--- src/rtl/ariane_regfile_pkg.sv ---
// ----------------------------------------------------------------------------
// ariane_regfile_pkg
// Shared types and helpers for the live-value-table register file.
//   state_e  : initialisation / normal-operation state of the array.
//   lvtWidth : number of bits needed to name one write bank in the LVT
//              (at least 1 so a single-port build still has a real entry).
// ----------------------------------------------------------------------------
package ariane_regfile_pkg;

    typedef enum logic {
        INIT = 1'b0,
        RUN  = 1'b1
    } state_e;

    // An LVT entry names the bank holding the newest value of a word.
    // One write port still gets a one-bit entry so the table is never empty.
    function automatic int unsigned lvtWidth(input int unsigned nrWritePorts);
        if (nrWritePorts <= 1) begin
            return 1;
        end
        return $clog2(nrWritePorts);
    endfunction

endpackage

--- src/rtl/regfile_bank.sv ---
// ----------------------------------------------------------------------------
// regfile_bank
// One memory bank of the LVT register file: a single synchronous write port
// and NR_READ_PORTS combinational read ports. The storage has no reset; the
// owning register file is responsible for zeroing it after reset.
// Ports:
//   clk_i    : clock, write happens on rising edge
//   we_i     : write enable
//   waddr_i  : write address
//   wdata_i  : write data
//   raddr_i  : flattened read addresses, port k at [k*ADDR_WIDTH +: ADDR_WIDTH]
//   rdata_o  : flattened read data, port k at [k*DATA_WIDTH +: DATA_WIDTH]
// ----------------------------------------------------------------------------
module regfile_bank
    import ariane_regfile_pkg::*;
#(
    parameter int unsigned DATA_WIDTH    = 64,
    parameter int unsigned ADDR_WIDTH    = 5,
    parameter int unsigned NR_READ_PORTS = 2
) (
    input  logic                                  clk_i,
    input  logic                                  we_i,
    input  logic [ADDR_WIDTH-1:0]                 waddr_i,
    input  logic [DATA_WIDTH-1:0]                 wdata_i,
    input  logic [NR_READ_PORTS*ADDR_WIDTH-1:0]   raddr_i,
    output logic [NR_READ_PORTS*DATA_WIDTH-1:0]   rdata_o
);

    localparam int unsigned NUM_WORDS = 2 ** ADDR_WIDTH;

    logic [DATA_WIDTH-1:0] mem_q [NUM_WORDS];

    // Storage array: plain synchronous write, deliberately without reset so
    // it maps onto RAM-like structures.
    always_ff @(posedge clk_i) begin
        if (we_i) begin
            mem_q[waddr_i] <= wdata_i;
        end
    end

    // Every read port looks up its word combinationally.
    always_comb begin
        rdata_o = '0;
        for (int k = 0; k < NR_READ_PORTS; k++) begin
            rdata_o[k*DATA_WIDTH +: DATA_WIDTH] = mem_q[raddr_i[k*ADDR_WIDTH +: ADDR_WIDTH]];
        end
    end

endmodule

--- src/rtl/ariane_regfile_lvt.sv ---
// ----------------------------------------------------------------------------
// ariane_regfile_lvt
// Multi-ported register file built from one bank per write port plus a
// live-value table (LVT) that records which bank holds the newest copy of
// each word. After reset (or a clear request) the array walks through every
// address, zeroing bank 0 and pointing the LVT at bank 0, before it reports
// ready.
// Ports:
//   clk_i    : clock
//   rst_i    : asynchronous active-high reset
//   clear_i  : request to re-zero the whole array
//   ready_o  : high once initialisation is complete
//   raddr_i  : flattened read addresses   (NR_READ_PORTS x ADDR_WIDTH)
//   rdata_o  : flattened read data        (NR_READ_PORTS x DATA_WIDTH)
//   waddr_i  : flattened write addresses  (NR_WRITE_PORTS x ADDR_WIDTH)
//   wdata_i  : flattened write data       (NR_WRITE_PORTS x DATA_WIDTH)
//   we_i     : per-port write enables
// ----------------------------------------------------------------------------
module ariane_regfile_lvt
    import ariane_regfile_pkg::*;
#(
    parameter int unsigned DATA_WIDTH     = 64,
    parameter int unsigned ADDR_WIDTH     = 5,
    parameter int unsigned NR_READ_PORTS  = 2,
    parameter int unsigned NR_WRITE_PORTS = 2,
    parameter bit          ZERO_REG_ZERO  = 1'b0,
    parameter bit          BYPASS_EN      = 1'b0
) (
    input  logic                                   clk_i,
    input  logic                                   rst_i,
    input  logic                                   clear_i,
    output logic                                   ready_o,
    input  logic [NR_READ_PORTS*ADDR_WIDTH-1:0]    raddr_i,
    output logic [NR_READ_PORTS*DATA_WIDTH-1:0]    rdata_o,
    input  logic [NR_WRITE_PORTS*ADDR_WIDTH-1:0]   waddr_i,
    input  logic [NR_WRITE_PORTS*DATA_WIDTH-1:0]   wdata_i,
    input  logic [NR_WRITE_PORTS-1:0]              we_i
);

    localparam int unsigned NUM_WORDS = 2 ** ADDR_WIDTH;
    localparam int unsigned LVT_W     = lvtWidth(NR_WRITE_PORTS);
    localparam logic [ADDR_WIDTH-1:0] LAST_ADDR = ADDR_WIDTH'(NUM_WORDS - 1);

    state_e                  state_q, state_d;
    logic [ADDR_WIDTH-1:0]   cnt_q, cnt_d;
    logic [LVT_W-1:0]        lvt_q [NUM_WORDS];
    logic [LVT_W-1:0]        lvt_d [NUM_WORDS];
    logic                    ready_q;

    logic                                 bankWe    [NR_WRITE_PORTS];
    logic [ADDR_WIDTH-1:0]                bankWaddr [NR_WRITE_PORTS];
    logic [DATA_WIDTH-1:0]                bankWdata [NR_WRITE_PORTS];
    logic [NR_READ_PORTS*DATA_WIDTH-1:0]  bankRdata [NR_WRITE_PORTS];
    logic [ADDR_WIDTH-1:0]                readAddr  [NR_READ_PORTS];
    logic [DATA_WIDTH-1:0]                readWord  [NR_READ_PORTS];

    // Split the flattened read address bus into per-port addresses and
    // reassemble the per-port read words onto the output bus.
    for (genvar k = 0; k < NR_READ_PORTS; k++) begin : gen_read_ports
        assign readAddr[k] = raddr_i[k*ADDR_WIDTH +: ADDR_WIDTH];
        assign rdata_o[k*DATA_WIDTH +: DATA_WIDTH] = readWord[k];
    end

    // One bank per write port. Bank 0's write port is shared with the
    // initialisation sweep; the mux lives in the next-state logic below.
    for (genvar j = 0; j < NR_WRITE_PORTS; j++) begin : gen_banks
        regfile_bank #(
            .DATA_WIDTH    (DATA_WIDTH),
            .ADDR_WIDTH    (ADDR_WIDTH),
            .NR_READ_PORTS (NR_READ_PORTS)
        ) u_bank (
            .clk_i   (clk_i),
            .we_i    (bankWe[j]),
            .waddr_i (bankWaddr[j]),
            .wdata_i (bankWdata[j]),
            .raddr_i (raddr_i),
            .rdata_o (bankRdata[j])
        );
    end

    // Next-state logic. In INIT the counter sweeps every address, writing
    // zero into bank 0 and pointing the LVT at bank 0; user writes are
    // ignored. A clear request (in either state) restarts the sweep and
    // throws away any write presented in the same cycle. In RUN, ports are
    // scanned in ascending order so the highest-numbered port wins the LVT
    // entry when several ports hit the same address.
    always_comb begin
        state_d = state_q;
        cnt_d   = cnt_q;
        lvt_d   = lvt_q;
        for (int j = 0; j < NR_WRITE_PORTS; j++) begin
            bankWe[j]    = 1'b0;
            bankWaddr[j] = waddr_i[j*ADDR_WIDTH +: ADDR_WIDTH];
            bankWdata[j] = wdata_i[j*DATA_WIDTH +: DATA_WIDTH];
        end

        case (state_q)
            INIT: begin
                bankWe[0]     = 1'b1;
                bankWaddr[0]  = cnt_q;
                bankWdata[0]  = '0;
                lvt_d[cnt_q]  = '0;
                if (clear_i) begin
                    cnt_d = '0;
                end else if (cnt_q == LAST_ADDR) begin
                    state_d = RUN;
                    cnt_d   = '0;
                end else begin
                    cnt_d = cnt_q + ADDR_WIDTH'(1);
                end
            end
            RUN: begin
                if (clear_i) begin
                    state_d = INIT;
                    cnt_d   = '0;
                end else begin
                    for (int j = 0; j < NR_WRITE_PORTS; j++) begin
                        if (we_i[j]) begin
                            bankWe[j] = 1'b1;
                            lvt_d[waddr_i[j*ADDR_WIDTH +: ADDR_WIDTH]] = LVT_W'(j);
                        end
                    end
                end
            end
            default: begin
                state_d = INIT;
                cnt_d   = '0;
            end
        endcase
    end

    // State, sweep counter, LVT and the registered ready flag. Reset forces
    // a fresh initialisation sweep; the banks themselves are not reset.
    always_ff @(posedge clk_i or posedge rst_i) begin
        if (rst_i) begin
            state_q <= INIT;
            cnt_q   <= '0;
            ready_q <= 1'b0;
            for (int i = 0; i < NUM_WORDS; i++) begin
                lvt_q[i] <= '0;
            end
        end else begin
            state_q <= state_d;
            cnt_q   <= cnt_d;
            ready_q <= (state_d == RUN);
            lvt_q   <= lvt_d;
        end
    end

    assign ready_o = ready_q;

    // Read path: pick the bank the LVT names, then let a same-cycle write
    // (highest matching port) override it when forwarding is enabled. The
    // zero register and the not-yet-initialised array both force zero and
    // take precedence over everything else.
    always_comb begin
        for (int k = 0; k < NR_READ_PORTS; k++) begin
            readWord[k] = '0;
            for (int j = 0; j < NR_WRITE_PORTS; j++) begin
                if (lvt_q[readAddr[k]] == LVT_W'(j)) begin
                    readWord[k] = bankRdata[j][k*DATA_WIDTH +: DATA_WIDTH];
                end
            end
            if (BYPASS_EN) begin
                for (int j = 0; j < NR_WRITE_PORTS; j++) begin
                    if (we_i[j] && !clear_i &&
                        (waddr_i[j*ADDR_WIDTH +: ADDR_WIDTH] == readAddr[k])) begin
                        readWord[k] = wdata_i[j*DATA_WIDTH +: DATA_WIDTH];
                    end
                end
            end
            if (ZERO_REG_ZERO && (readAddr[k] == '0)) begin
                readWord[k] = '0;
            end
            if (state_q != RUN) begin
                readWord[k] = '0;
            end
        end
    end

endmodule

--- config.mk ---
export PLATFORM = sky130hd
export DESIGN_NAME = ariane_regfile_lvt
export DESIGN_NICKNAME = d
export VERILOG_FILES = /design/src/rtl/ariane_regfile_pkg.sv /design/src/rtl/regfile_bank.sv /design/src/rtl/ariane_regfile_lvt.sv
export SDC_FILE = /design/constraint.sdc
export NUM_CORES = 2
export LEC_CHECK = 0
export CAP_MARGIN = 0
export CORE_MARGIN = 2
export CORE_UTILIZATION = 40
export DETAILED_ROUTE_END_ITERATION = 8
export PLACE_DENSITY = 0.63
export SYNTH_ARGS = -nofsm -noshare
export SYNTH_HDL_FRONTEND = slang
export SYNTH_SLANG_ARGS = --single-unit
--- constraint.sdc ---
create_clock -name clk_i -period 6.3 [get_ports clk_i]
set_input_delay 1.26 -clock clk_i [delete_from_list [all_inputs] [get_ports clk_i]]
set_output_delay 1.26 -clock clk_i [all_outputs]
set_load 0.005 [all_outputs]
; Word level (Yosys, flattened, before mapping)
; Memory sizes are Yosys's and may differ from the RTL's.
; Cells that the tools add are included.
[totals]
wordCells = 103
romBits = 0
inputBits = 153
output_inout_bits = 129
latch_bits = 0
regBits = 38
ram_bits = 4096
mem_count = 2
[op_classes]
eq_ne = 3
shifts = 0
bitwise_logic = 11
n_lt_le_gt_ge = 8
mux = 41
n_addsub = 1
reduce_logical = 3
div_mod_pow = 0
n_mul = 0
[mem_list]
columns = name, words, word_bits, rd, rd_clocked_by_memory_dff, wr, line_no
row1 = gen_banks[0].u_bank.mem_q, 32, 64, 2, 0, 1, regfile_bank.sv:31  ; logic [DATA_WIDTH-1:0] mem_q [NUM_WORDS];
row2 = gen_banks[1].u_bank.mem_q, 32, 64, 2, 0, 1, regfile_bank.sv:31
[ops]
columns = cell, count
row1 = 2-to-1 mux 64 bit, 5
row2 = 2-to-1 mux 32 bit, 5
row3 = bitwise AND 32 bit, 2
row4 = NOT 32 bit, 2
row5 = one-hot mux 32 bit (2 select lines), 1
row6 = OR 32 bit, 1
row7 = >= comparator 6 bit (second input constant), 5
row8 = NOT 5 -> 6 bit, 5
row9 = 2-to-1 mux 5 bit, 4
row10 = less-than comparator 6 x 1 -> 1 bit (second input constant), 3
row11 = 2-to-1 mux 1 bit, 17
row12 = demux 1 bit (select 5 bit), 3
row13 = binary-select mux 1 bit (select 5 bit), 2
row14 = one-hot mux 5 bit (2 select lines), 1
row15 = adder 5 x 1 -> 5 bit (second input constant), 1
row16 = equality test 5 bit (second input constant), 1
row17 = inequality test 2 bit (second input constant), 2
row18 = one-hot mux 1 bit (2 select lines), 2
row19 = logical AND 1 bit, 3
row20 = 2-to-1 mux 2 bit, 1
row21 = NOT 1 bit, 1

; Depth between registers and ports, before layout
[logic_depth]
ltp_word = 14
mapped_depth = 12
ltp_nobuf = 6

; Hierarchy
; A second synthesis with hierarchy kept.
[unflattened]
cells_unflattened = 9418
area_unflattened_um2 = 193984.8
[by_module_without_submodules]
columns = mod, instances, seq_area_each_um2, cells_per_inst, area_per_inst_um2
row1 = regfile_bank, 2, 61499.0, 4313, 94097.7
row2 = ariane_regfile_lvt, 1, 950.9, 792, 5789.3

; Worst setup path after synthesis
; No wires, ideal clock.
[synth_timing]
kind = input-to-reg
from = in clear_i
to = mem gen_banks[1].u_bank.mem_q[28][0], enable pin
path_stages = 4
arrival_time_ns = 4.735
t_required_ns = 5.813
slack_ns = 1.078
cell_sequence = clkbuf_1 nor3b_1 nand3_1 nor2_1
[synth_via]
elab_chain_len = 4
[synth_rtl]
columns = element, line_no
row1 = start: declaration, ariane_regfile_lvt.sv:31  ; input logic clear_i,
row2 = 2-to-1 mux 2 bit, ariane_regfile_lvt.sv:113  ; if (clear_i) begin
row3 = 2-to-1 mux 1 bit, ariane_regfile_lvt.sv:97  ; case (state_q)
row4 = 2-to-1 mux 1 bit, regfile_bank.sv:36  ; if (we_i) begin
row5 = 2-to-1 mux 1 bit (not written as such), regfile_bank.sv:37  ; mem_q[waddr_i] <= wdata_i;
row6 = end: declaration, regfile_bank.sv:31
; No other way between the ends.

; Worst setup path after layout
[layout_timing]
from = in raddr_i[2]
to = out rdata_o[27]
[layout_via]
elab_chain_len = 6
elab_cells_between_ends = 8
cone_classes = mux (5) / bitwise (1) / memory (2)
[layout_rtl]
columns = element, line_no
row1 = start: declaration, ariane_regfile_lvt.sv:33  ; input logic [NR_READ_PORTS*ADDR_WIDTH-1:0] raddr_i,
row2 = NOT 5 -> 6 bit (not written as such), ariane_regfile_lvt.sv:160  ; if (lvt_q[readAddr[k]] == LVT_W'(j)) begin
row3 = binary-select mux 1 bit (select 5 bit), ariane_regfile_lvt.sv:160
row4 = 2-to-1 mux 1 bit (not written as such) (2 in a row), ariane_regfile_lvt.sv:160
row5 = 2-to-1 mux 64 bit *, ariane_regfile_lvt.sv:160
row6 = 2-to-1 mux 64 bit *, ariane_regfile_lvt.sv:175  ; if (state_q != RUN) begin
row7 = end: declaration, ariane_regfile_lvt.sv:34  ; output logic [NR_READ_PORTS*DATA_WIDTH-1:0] rdata_o,
; Mark *: on every way between the ends. The rest lies on a longest branch, timed or not. The select of a mux whose other input is x is not followed.

==> metrics.md <==
| Metric | Value |
|---|---|
| Post-DP HPWL | roughly 420000 um |
| Worst r2r src | ready_o$_DFF_PP0_ |
| Worst slack, placed | -0.412 ns |
| Maximum VDD drop | around 0.27 mV |
| Worst Max-Slew Pin Slew | 1.29 ns |
| Failing checks | negative setup slack |
| Hold Vio Cnt, Final | 0 |
| Met2 Track Usage GR | 44.9% |
| WL final | about 720000 um |
| Cell area after synthesis | about 190000 um^2 |
| Share of cells above drive strength 1 | around 25% |
| First-pass GRT wire length | 990000 um |
| Placer Congestion | 0.870 |
| WP buf/inv | 6 |
| Final worst slack | -0.0920 ns |
| Top-Level Pins | roughly 280 |
| Via count | approximately 120k |
| Slowest-stage cell, CP | nand4_1 |
| Hold Crit Start | lvt_q[19]$_DFFE_PP0P_ |
| Final Critical Period | 6.39 ns |
| P per Cell Area | roughly 280 nW/um^2 |
| Worst clock skew | ~0.032 ns |
| Site Rows | between 200 and 300 |
| Global routing usage on met3 | between 8 and 9% |
| Post-route ant nets | 0 |
| CTS tree | done |
| Final worst path period share | 101% |
| CTS Buf Count | about 430 |
| Leakage | 72.8 nW |
| Most Used Layer, Global Route | met2 |
| Root Buffer | clkbuf_16 |
| CP Launch Type | input pin |
| Syn Inst Count | around 10000 |
| CTS Hold Bufs | 0 |
| Ys Warns | 0 |
| Syn nets | roughly 11000 |
| Hold Crit Class | reg -> reg |
| Clk Latency, worst-skew pair | roughly 1.0 ns |
| CP cell instances | buf_8 > mux4_2 > a22oi_2 > and4_4 > buf_12 > buf_4 > buf_4 > nand4_1 > buf_4 > o311a_1 > clkdlybuf4s50_1 |
| Initial Util | ~40% |
| Crit end category | output port |
| Yosys cell types | 49 |
| Clock sinks | approximately 4100 |
| Mapped Avg Cell Area | 18.3 um^2 |
| Vias in the first global route | 122667 |
| PortBufs | between 200 and 300 |
| Synth Flop Type | edfxtp_1 |
| Largest net degree at the start of global routing | 92 |
| Clock buffer depth | 4 |
| Seq/Total Area, Yosys | ~65% |
| CP max stage delay | 0.60 ns |
| P&R area growth vs syn | 15.4% |
| Post-synthesis async set-or-reset flop share | 0.919% |
| GRT Total Usage | slightly below 30% |
| Worst endpoint data arrival time | between 5 and 6 ns |
| Placed inst area | 207000 um^2 |
| Setup CP Type | in -> out |
| Die ar. | 485000 um^2 |
| Max-slew violation count | 0 |
| Antenna violations before repair | ~120 |
| Worst setup startpoint | raddr_i[2] |
| Core area | 478000 um^2 |
| Slew margin rel. | about 14% |
| Cell family with most CP delay | buffers and inverters |
| Remaining global-route overflow | 0 |
| # setup viols final | 4 |
| FMAX | between 150 and 200 MHz |
| EDFF count, synth | 4096 |
| Most common cell on crit path | buf_4 |
| WP data required | approximately 5.0 ns |
| Violation count after the first detailed-route iteration | 19609 |
| Register bit count reported by yosys | 4134 |
| Design area | between 200000 and 250000 um^2 |
| CP Max Fanout | 15 |
| WL/cell | slightly above 40 um |
| H-Tree Depth | 5 |
| Status | complete, but fails checks |
| Die span in x | 697 um |
| Max-cap violations | 0 |
| CTS clk-pin slew, worst paths | ~0.06 ns |
| DR pass1 iterations | 6 |
| Nets | between 10000 and 15000 |
| Die Span Y | approximately 700 um |
| Global Route met1 Usage | a little under two fifths |
| Drt via density | slightly below 7 |
| DRC viols | 0 |
| RSZ-0062 raised after global routing | true |
## cell usage after synthesis (all sizes together), types with 14 or more instances
cell type     n  area (um^2)
edfxtp     4096       123000
mux4       1456        32800
mux2i      1321        13200
a221oi      499         4370
clkbuf      487         1830
buf         418         2180
o21ai       275         1380
a22oi       226         1700
nor2        174          653
nor3        147          736
a22o        143         1250
nand4       141          882
nand2       123          462
a21oi       120          601
and2        114          713
a211oi      111          833
nand2b       99          619
o311a        96          961
nand3        91          455
a31oi        48          300
a221o        43          430
and3         43          269
dfrtp        38          951
nor2b        29          181
o221ai       28          245
o211ai       19          143
inv          18         67.6
o2111ai      14          123
## cell type report
type / instances / area (um^2)
Fill cell: 39857 / 257000
Antenna cell: 187 / 468
Inverter: 20 / 91.3
Multi-Input combinational cell: 5427 / 64600
Timing Repair Buffer: 899 / 10400
Tap cell: 6400 / 8010
Clock buffer: 527 / 11300
Clock inverter: 261 / 2620
Sequential cell: 4134 / 124000
## cell usage in the layout (no fill, tap or decap), types with 28 or more instances in the layout
master,netlist,final
mux4_2,1456,1456
a211oi_1,111,111
buf_12,0,228
clkbuf_16,0,437
o311a_1,96,96
a221oi_1,499,495
buf_4,62,392
nand2b_1,99,97
o21ai_0,275,274
and2_1,110,104
dfrtp_1,38,37
nand2_1,123,120
a221o_1,43,43
clkbuf_1,487,87
edfxtp_1,4096,4096
clkdlybuf4s50_1,0,265
nor2_1,174,100
diode_2,0,187
a22o_1,143,143
nand3_1,91,91
a22oi_1,226,224
a21oi_1,120,120
bufinv_16,0,47
and3_1,43,43
nand4_1,141,141
clkinv_2,0,72
o221ai_1,28,28
nor2_4,0,72
mux2i_1,1321,1321
nor3_1,147,138
a31oi_1,48,48
clkinv_1,2,97
## tightest hold or removal path: stages (launching register included)
cell and delay, ns:
dfrtp_1 0.38, o211ai_1 0.10, o21ai_0 0.08
## per-layer routing
metal / up-vias / wire (um)
met5: - / 599
met4: 68 / 44100
met3: 2051 / 96200
met2: 9479 / 330000
met1: 64831 / 252000
li1: 46329 / -
## sequential cells by signal, summed over array words and instances (netlist names)
signal,count
gen_banks.u_bank.mem_q,4096
lvt_q,32
cnt_q,5
ready_o,1
## path summary, 6_finish.rpt
| path | end | slack (ns) | cells past startpoint |
|---|---|---|---|
| min in group asynchronous | lvt_q[5]$_DFFE_PP0P_ | 0.73 | 3 |
| worst max-delay path | rdata_o[27] | -0.09 | 11 |
| worst min-delay path | lvt_q[19]$_DFFE_PP0P_ | 0.60 | 2 |
| worst min register to register | lvt_q[19]$_DFFE_PP0P_ | 0.60 | 2 |
| max in group asynchronous | ready_o$_DFF_PP0_ | 5.17 | 3 |
| worst max register to register | gen_banks[0].u_bank.mem_q[2][59]$_DFFE_PP_ | 1.93 | 6 |
## what timing repair did
item / 4_1_cts / 5_1_grt
pin swaps: 4 / 4
resized for setup: 11 / 4
gates cloned: 2 / 0
endpoints found under the hold margin: 0 / 0
endpoints found under the setup margin: 3 / 6
buffers inserted: 3 / 1
## power breakdown
part	switching, W	leakage [nW]	internal (W)	total [W]
Sequential	0.0000719	38.6	0.0302	0.0303
Combinational	0.00348	27.4	0.00198	0.00545
Clock	0.0110	6.78	0.0146	0.0257
Total	0.0146	72.8	0.0468	0.0614
## cell families after synthesis
family          count (synthesis)  synth area share (%)
mux                          2779                  24.0
fa+ha+maj                       5                0.0326
simple gates                  986                  2.69
flops                        4134                  64.6
buf+inv                       925                  2.13
compound gates               1656                  6.58
## through the flow
stage                     instances  setup TNS, ns  total power [W]  hold slack, ns  utilization, %
final                         17855         -0.151           0.0614           0.601            46.3
after global routing          17827              0           0.0626           0.607            46.3
after CTS                     17667       -0.00178           0.0613           0.584            46.2
after detailed placement      16874         -0.752           0.0361           0.571            43.3
after global placement        16874         -0.767           0.0360           0.576            43.3
after floorplan               10485              0           0.0336           0.508               -
Note: power is estimated with default switching activity, not from simulation.
